File: src/rtl/rsa_operand_rx.sv
// UART receiver that assembles a 12-byte operand packet into exponent,
// modulus and message words and hands them to the RSA core with valid/ack.
module rsa_operand_rx #(
  parameter int CLKS_PER_BIT = 5208,
  parameter int NUM_BYTES    = 12,
  parameter int TIMEOUT_BITS = 40
) (
  input  logic        clk,
  input  logic        reset,
  input  logic        rx,
  input  logic        load_ack,
  output logic [31:0] exponent,
  output logic [31:0] modulus,
  output logic [31:0] message,
  output logic        operands_valid,
  output logic        frame_err,
  output logic        overrun,
  output logic [3:0]  byte_count
);

  localparam int TMR_W    = $clog2(CLKS_PER_BIT);
  localparam int STAGE_W  = NUM_BYTES * 8;
  localparam int TO_LIMIT = TIMEOUT_BITS * CLKS_PER_BIT;
  localparam int TO_W     = $clog2(TO_LIMIT + 1);

  localparam logic [TMR_W-1:0] HALF_BIT  = TMR_W'(CLKS_PER_BIT / 2);
  localparam logic [TMR_W-1:0] LAST_TICK = TMR_W'(CLKS_PER_BIT - 1);
  localparam logic [TO_W-1:0]  TO_LAST   = TO_W'(TO_LIMIT - 1);
  localparam logic [3:0]       LAST_BYTE = 4'(NUM_BYTES - 1);

  typedef enum logic [1:0] {
    S_IDLE,
    S_START,
    S_DATA,
    S_STOP
  } state_t;

  state_t r_state;
  state_t w_nextState;

  logic               r_rxMeta;
  logic               r_rxSync;
  logic [TMR_W-1:0]   r_bitTimer;
  logic [2:0]         r_bitCnt;
  logic [7:0]         r_dataShift;
  logic [TO_W-1:0]    r_idleCnt;
  logic [STAGE_W-9:0] r_staging;
  logic [31:0]        r_exponent;
  logic [31:0]        r_modulus;
  logic [31:0]        r_message;
  logic               r_valid;
  logic               r_frameErr;
  logic               r_overrun;
  logic [3:0]         r_byteCount;

  logic               w_timerClr;
  logic               w_sampleData;
  logic               w_stopSample;
  logic               w_byteOk;
  logic               w_stopBad;
  logic               w_timeout;
  logic [STAGE_W-1:0] w_stageNext;

  assign w_byteOk    = w_stopSample & r_rxSync;
  assign w_stopBad   = w_stopSample & ~r_rxSync;
  assign w_timeout   = (r_state == S_IDLE) && (r_byteCount != 4'd0) && (r_idleCnt == TO_LAST);
  assign w_stageNext = {r_dataShift, r_staging};

  assign exponent       = r_exponent;
  assign modulus        = r_modulus;
  assign message        = r_message;
  assign operands_valid = r_valid;
  assign frame_err      = r_frameErr;
  assign overrun        = r_overrun;
  assign byte_count     = r_byteCount;

  // Two-flop synchronizer; idles high so reset cannot fake a start bit.
  always_ff @(posedge clk or negedge reset) begin
    if (!reset) begin
      r_rxMeta <= 1'b1;
      r_rxSync <= 1'b1;
    end else begin
      r_rxMeta <= rx;
      r_rxSync <= r_rxMeta;
    end
  end

  // FSM state register.
  always_ff @(posedge clk or negedge reset) begin
    if (!reset) r_state <= S_IDLE;
    else        r_state <= w_nextState;
  end

  // Next-state logic and sample strobes for start, data and stop bits.
  always_comb begin
    w_nextState  = r_state;
    w_timerClr   = 1'b0;
    w_sampleData = 1'b0;
    w_stopSample = 1'b0;
    case (r_state)
      S_IDLE: begin
        if (!r_rxSync) begin
          w_nextState = S_START;
          w_timerClr  = 1'b1;
        end
      end
      S_START: begin
        if (r_bitTimer == HALF_BIT) begin
          w_timerClr  = 1'b1;
          w_nextState = r_rxSync ? S_IDLE : S_DATA;
        end
      end
      S_DATA: begin
        if (r_bitTimer == LAST_TICK) begin
          w_timerClr   = 1'b1;
          w_sampleData = 1'b1;
          if (r_bitCnt == 3'd7) w_nextState = S_STOP;
        end
      end
      S_STOP: begin
        if (r_bitTimer == LAST_TICK) begin
          w_timerClr   = 1'b1;
          w_stopSample = 1'b1;
          w_nextState  = S_IDLE;
        end
      end
      default: w_nextState = S_IDLE;
    endcase
  end

  // Bit timer, data-bit counter and LSB-first byte shifter.
  always_ff @(posedge clk or negedge reset) begin
    if (!reset) begin
      r_bitTimer  <= '0;
      r_bitCnt    <= 3'd0;
      r_dataShift <= 8'd0;
    end else begin
      if (w_timerClr || r_state == S_IDLE) r_bitTimer <= '0;
      else                                 r_bitTimer <= r_bitTimer + 1'b1;
      if (r_state == S_START)  r_bitCnt <= 3'd0;
      else if (w_sampleData)   r_bitCnt <= r_bitCnt + 3'd1;
      if (w_sampleData) r_dataShift <= {r_rxSync, r_dataShift[7:1]};
    end
  end

  // Inter-byte idle counter; only runs while a partial packet is pending.
  always_ff @(posedge clk or negedge reset) begin
    if (!reset) begin
      r_idleCnt <= '0;
    end else if (r_state != S_IDLE || r_byteCount == 4'd0 || w_timeout) begin
      r_idleCnt <= '0;
    end else begin
      r_idleCnt <= r_idleCnt + 1'b1;
    end
  end

  // Packet assembly, operand load, handshake and error pulses.
  always_ff @(posedge clk or negedge reset) begin
    if (!reset) begin
      r_staging   <= '0;
      r_exponent  <= 32'd0;
      r_modulus   <= 32'd0;
      r_message   <= 32'd0;
      r_valid     <= 1'b0;
      r_frameErr  <= 1'b0;
      r_overrun   <= 1'b0;
      r_byteCount <= 4'd0;
    end else begin
      r_frameErr <= w_stopBad | w_timeout;
      r_overrun  <= w_byteOk & r_valid;
      if (r_valid && load_ack) r_valid <= 1'b0;
      if (w_stopBad || w_timeout) begin
        r_byteCount <= 4'd0;
        r_staging   <= '0;
      end else if (w_byteOk && !r_valid) begin
        if (r_byteCount == LAST_BYTE) begin
          r_exponent  <= w_stageNext[31:0];
          r_modulus   <= w_stageNext[63:32];
          r_message   <= w_stageNext[95:64];
          r_valid     <= 1'b1;
          r_byteCount <= 4'd0;
          r_staging   <= '0;
        end else begin
          r_staging   <= w_stageNext[STAGE_W-1:8];
          r_byteCount <= r_byteCount + 4'd1;
        end
      end
    end
  end

endmodule

File: config.mk
export PLATFORM = sky130hd
export DESIGN_NAME = rsa_operand_rx
export DESIGN_NICKNAME = d
export VERILOG_FILES = /design/src/rtl/rsa_operand_rx.sv
export SDC_FILE = /design/constraint.sdc
export NUM_CORES = 1
export LEC_CHECK = 0
export ABC_AREA = 1
export CAP_MARGIN = 20
export CORE_UTILIZATION = 56
export CTS_CLUSTER_DIAMETER = 40
export CTS_CLUSTER_SIZE = 28
export DETAILED_ROUTE_END_ITERATION = 6
export HOLD_SLACK_MARGIN = 0.12
export PLACE_DENSITY_LB_ADDON = 0.15
export SLEW_MARGIN = 20
export SYNTH_ARGS = -nofsm -noshare
export SYNTH_HDL_FRONTEND = slang
export SYNTH_SLANG_ARGS = --single-unit
File: constraint.sdc
create_clock -name clk -period 1.95 [get_ports clk]
set_input_delay 0.39 -clock clk [delete_from_list [all_inputs] [get_ports clk]]
set_output_delay 0.39 -clock clk [all_outputs]
set_load 0.03 [all_outputs]
=== Yosys cells after proc, flatten, opt, wreduce, memory -nomap -nowiden ===
Cells that the tools add are included.

* Bitwise gates (word level): 6
* Reductions and logical operators: 18
* Equal/unequal tests: 13
* Add/subtract/negate cells: 4
* Multiplexer cells: 27

{| class="wikitable"
|+ Operators by type and width
! cell !! number
|-
| $mux W88 || 3
|-
| $add A18 B1 Y18 const B || 1
|-
| $eq A18 B18 Y1 const B || 1
|-
| $mux W18 || 1
|-
| $add A13 B1 Y13 const B || 1
|-
| $eq A13 B12 Y1 const B || 1
|-
| $eq A13 B13 Y1 const B || 1
|-
| $mux W13 || 1
|-
| $mux W2 || 6
|-
| $mux W4 || 3
|-
| $ne A2 B2 Y1 const B || 5
|-
| $mux W1 || 9
|-
| $pmux W2 S4 || 1
|-
| $mux W3 || 2
|-
| $reduce_bool A2 Y1 || 3
|-
| $reduce_and A5 Y1 || 1
|-
| $add A4 B1 Y4 const B || 1
|-
| $eq A2 B2 Y1 const B || 2
|-
| $eq A4 B4 Y1 const B || 1
|-
| $logic_and A1 B1 Y1 || 4
|-
| $logic_not A4 Y1 || 1
|-
| $logic_or A1 B1 Y1 || 4
|-
| $reduce_bool A4 Y1 || 1
|-
| $add A3 B1 Y3 const B || 1
|-
| 10 further kinds || 13
|}

* Bits in registers: 237
* Input bits: 4
* Logic and storage cells: 83
* Output and inout port bits: 103

=== Logic depth before layout (Yosys ltp) ===
* Depth after elaboration: 7
* Mapped depth: 14

=== Least setup slack after synthesis ===
No wires, ideal clock.

* Path type: reg2reg
* Start: register r_byteCount[1], in the netlist byte_count[1]
* End: register r_exponent[0], in the netlist exponent[0]
* Data arrival time: 1.724 ns
* Data required time: 1.832 ns
* Cell stages (with the launch flop): 10
* Library setup time: 0.118 ns
* Setup slack: 0.108 ns
* Cells stage by stage: dfrtp_1 > ha_1 > inv_1 > nor3_1 > buf_2 > nand4_2 > buf_2 > buf_2 > nand2_1 > nand2_1

* Word-level cells in the longest chain between the ends: 6

{| class="wikitable"
|+ RTL lines
! element !! RTL line !! source
|-
| from (decl) || 54 || <nowiki>logic [3:0] r_byteCount;</nowiki>
|-
| from (signal assigned) || 185 || <nowiki>r_byteCount <= r_byteCount + 4'd1;</nowiki>
|-
| $reduce_bool A4 Y1 || 66 || <nowiki>assign w_timeout = (r_state == S_IDLE) && (r_byteCount != 4'd0) && (r_idleCnt == TO_LAST);</nowiki>
|-
| $logic_and A1 B1 Y1 (2 in a row) || 66 ||
|-
| $logic_or A1 B1 Y1 || 172 || <nowiki>if (w_stopBad || w_timeout) begin</nowiki>
|-
| $not A1 Y1 (no line) || - ||
|-
| $reduce_and A3 Y1 (no line) (*) || - ||
|-
| to (signal assigned) || 177 || <nowiki>r_exponent <= w_stageNext[31:0];</nowiki>
|-
| to (decl) || 48 || <nowiki>logic [31:0] r_exponent;</nowiki>
|}

Every way passes the cells marked *; elsewhere a longest branch is shown, timed or not.
A chain may end at the register's enable or synchronous reset.

=== Worst setup path in the final report ===
* Start: register r_overrun, in the netlist overrun
* End: output overrun

{| class="wikitable"
|+ RTL lines
! element !! RTL line !! source
|-
| from (decl) || 53 || <nowiki>logic r_overrun;</nowiki>
|-
| from (signal assigned) || 170 || <nowiki>r_overrun <= w_byteOk & r_valid;</nowiki>
|-
| to (decl) || 17 || <nowiki>output logic overrun,</nowiki>
|}

No word-level cell between the ends.

==> flow_metrics.env <==
export IMPL_critical_path_cell_chain="clkdlybuf4s50_1"
export IMPL_final_cell_mix="nand2_1, dfrtp_1, nand3_1, dlygate4sd2_1, inv_1"
export IMPL_dp_slack_ns=0.0201
export IMPL_r2r_slack_ns=0.06
export IMPL_dp_cells=1443
export IMPL_nFillCells=1301
export IMPL_ys_warn_count=0
export IMPL_worst_ir_drop_vdd_mv=1.03
export IMPL_cts_tree="built"
export IMPL_cp_endpoint="overrun"
export IMPL_ys_async_sr_fraction_pct=100
export IMPL_fin_crit_sh_pct=97.9
export IMPL_multi_input_area_mm2=0.00355
export IMPL_endpoint_kind="output pin"
export IMPL_io_pins=107
export IMPL_overflow=0
export IMPL_synth_area_mm2=0.00991
export IMPL_core_area_mm2=0.0173
export IMPL_antenna_found_initial=0
export IMPL_clockBufferDepth=3
export IMPL_n_antenna_cell=0
export IMPL_clock_latency_ns=0.56
export IMPL_drtPass1Iterations=5
export IMPL_switching_share_pct=21.4
export IMPL_switchingPower_mw=2.35
export IMPL_drv_cap=0
export IMPL_hp_class="in -> reg"
export IMPL_finalCriticalPeriod_ns=1.91
export IMPL_ant_nets=0
export IMPL_die_height_um=135
export IMPL_initial_core_util_pct=57.3
export IMPL_cpMaxStageDelayCell="clkdlybuf4s50_1"
export IMPL_critPathTopFamily="buffers and inverters"
export IMPL_ys_types=30
export IMPL_die_x_um=135
export IMPL_timing_rr_start="r_bitTimer[1]$_DFF_PN0_"
export IMPL_wl_um=23800
export IMPL_regArea_mm2=0.00593
export IMPL_cts_root_buf="clkbuf_16"
export IMPL_worst_r2r_path_depth=13
export IMPL_layout_commonest_cell="nand2_1"
export IMPL_dp_hpwl_um=14100
export IMPL_synth_ff_type="dfrtp_1"
export IMPL_final_util_pct=73.2
export IMPL_rsz0062_at_grt="true"
export IMPL_crit_start="overrun$_DFF_PN0_"
export IMPL_syn_to_final_growth_pct=27.7
export IMPL_cts_sinks=237
export IMPL_grt_pass1_wl_um=37900
export IMPL_avgViaCountPerCell=5.49
export IMPL_p_clk_share_pct=54.1
export IMPL_slew_limit_headroom_pct=72.6
export IMPL_dieArea_mm2=0.0182
export IMPL_critical_path_class="reg -> out"
export IMPL_internal_power_mw=8.63
export IMPL_p_comb_share_pct=1.1
export IMPL_wire_per_inst_um=15.8
export IMPL_fin_cells=1508
export IMPL_arrival_ns=1.52
export IMPL_syn_nets=1152
export IMPL_critPathBufInv=1
export IMPL_total_power_mw=11.0
export IMPL_finalHoldViolations=0
export IMPL_seq_area_frac_synth_pct=59.9
export IMPL_powerDensity_mw_per_mm2=868
export IMPL_synth_edf_count=0
export IMPL_setup_viol=0
export IMPL_setup_ws_ns=0.0407
export IMPL_crit_required_ns=1.56
export IMPL_post_route_drc_count=0
export IMPL_cp_start_kind="register"
export IMPL_critPathMaxStageDelay_ns=0.66
export IMPL_seqPwrFrac_pct=44.8
export IMPL_crit_fanout=1
export IMPL_drive_above_1_share_pct=9.90
export IMPL_slew_violations=0
export IMPL_rows=48
export IMPL_place_port_buffers=106
export IMPL_worst_slew_pin_transition_ns=0.411
export IMPL_hold_path_cell_count=1
export IMPL_clkSlewWorstSetupHoldPaths_ns=0.06
export IMPL_gp_congestion=0.876
export IMPL_max_freq_ghz=0.524
export IMPL_skew_ns=0.0165
export IMPL_nNetsFinal=1271
export IMPL_htreeDepth=1
export IMPL_grt_use_total_pct=25.7
export IMPL_numCtsBuffers=31
export IMPL_timing_rr_end="r_staging[29]$_DFFE_PN0P_"
export IMPL_avgSynthCellArea_um2=8.68
export IMPL_status="finished, final reports clean"
export IMPL_grt_max_degree=67
export IMPL_leakagePower_nw=7.06
export IMPL_first_global_vias=7792
export IMPL_synthesis_instances=1141
export IMPL_ys_ff_latch=237
export IMPL_vias=8285
export IMPL_drtIter0Drc=660
export IMPL_path_depth=1
-- area by class of cell --
class	instances	area share (%)
inverters	57	1.71
multi-input cells	786	28.1
clock inverters	17	1.91
clock buffers	39	6.76
flip-flops and latches	237	46.9
well taps	225	2.22
repair buffers	147	12.4
-- state kept, by name, indices dropped and copies added (netlist names), named ones only --
| signal | count |
|---|---|
| r_dataShift | 8 |
| r_rxMeta | 1 |
| message | 32 |
| byte_count | 4 |
| exponent | 32 |
| operands_valid | 1 |
| r_state | 1 |
| r_bitCnt | 3 |
| r_staging | 88 |
| r_bitTimer | 13 |
| overrun | 1 |
| r_rxSync | 1 |
| modulus | 32 |
| r_idleCnt | 18 |
| frame_err | 1 |
-- cell families after synthesis --
logic type               Yosys count  share of synthesized area, %
XOR/XNOR                           8                         0.707
flip-flops                       237                          59.9
buffers and inverters            118                          5.23
adder cells (fa/ha/maj)            7                         0.884
AO/OA/AOI/OAI                     39                          2.07
AND/OR/NAND/NOR                  732                          31.2
-- power by group through the flow --
stage	Combinational, mW	Clock, mW	Sequential (mW)
floorplan	0.00142	0	5.01
global placement	0.123	0	5.01
detailed placement	0.124	0	5.01
CTS	0.126	5.98	4.93
global route	0.141	6.22	4.92
finish	0.119	5.94	4.93
-- cells in the mapped netlist, types with 3 or more instances --
cell type,count,area [µm²]
nand2_1,443,1660
dfrtp_1,235,5880
nand3_1,204,1020
inv_1,51,191
nor2_1,46,173
buf_2,36,180
o21ai_0,21,105
nor3_1,20,100
clkbuf_1,15,56.3
a21oi_1,13,65.1
buf_4,8,60.1
nand4_1,8,50.1
ha_1,7,87.6
xor2_1,7,61.3
inv_2,4,15.0
nor4_1,3,18.8
-- per-layer routing --
layer	track usage (%)	up-vias	share of wire [%]
met1	36.5	4018	43
met2	42.3	313	49
li1	-	3918	-
met4	6.62	0	2.1
met3	3.27	36	5.9
met5	0	-	0
-- what timing repair did --
action / CTS / global route
endpoints found under the setup margin: 101 / 128
pin swaps: 0 / 2
hold buffers: 1 / 0
gates cloned: 0 / 7
resized for setup: 101 / 28
endpoints found under the hold margin: 235 / 0
setup buffers: 0 / 1
-- worst min-delay path by stage --
stage | startpoint | endpoint
floorplan | reset | async pin
global placement | reset | exponent[14]$_DFFE_PN0P_
detailed placement | reset | exponent[14]$_DFFE_PN0P_
CTS | rx | r_rxMeta$_DFF_PN1_
global route | rx | r_rxMeta$_DFF_PN1_
finish | rx | r_rxMeta$_DFF_PN1_
-- through the flow --
stage / setup TNS (ns) / instance area, µm² / hold WS (ns)
final: 0 / 12700 / 0.243
after global routing: -1.32 / 12700 / 0.240
after CTS: 0 / 12400 / 0.234
after detailed placement: 0 / 11400 / 0.236
after global placement: 0 / 11400 / 0.236
after floorplan: 0 / 9910 / 0.0944
No activity file was read; power rests on OpenSTA's default activity.
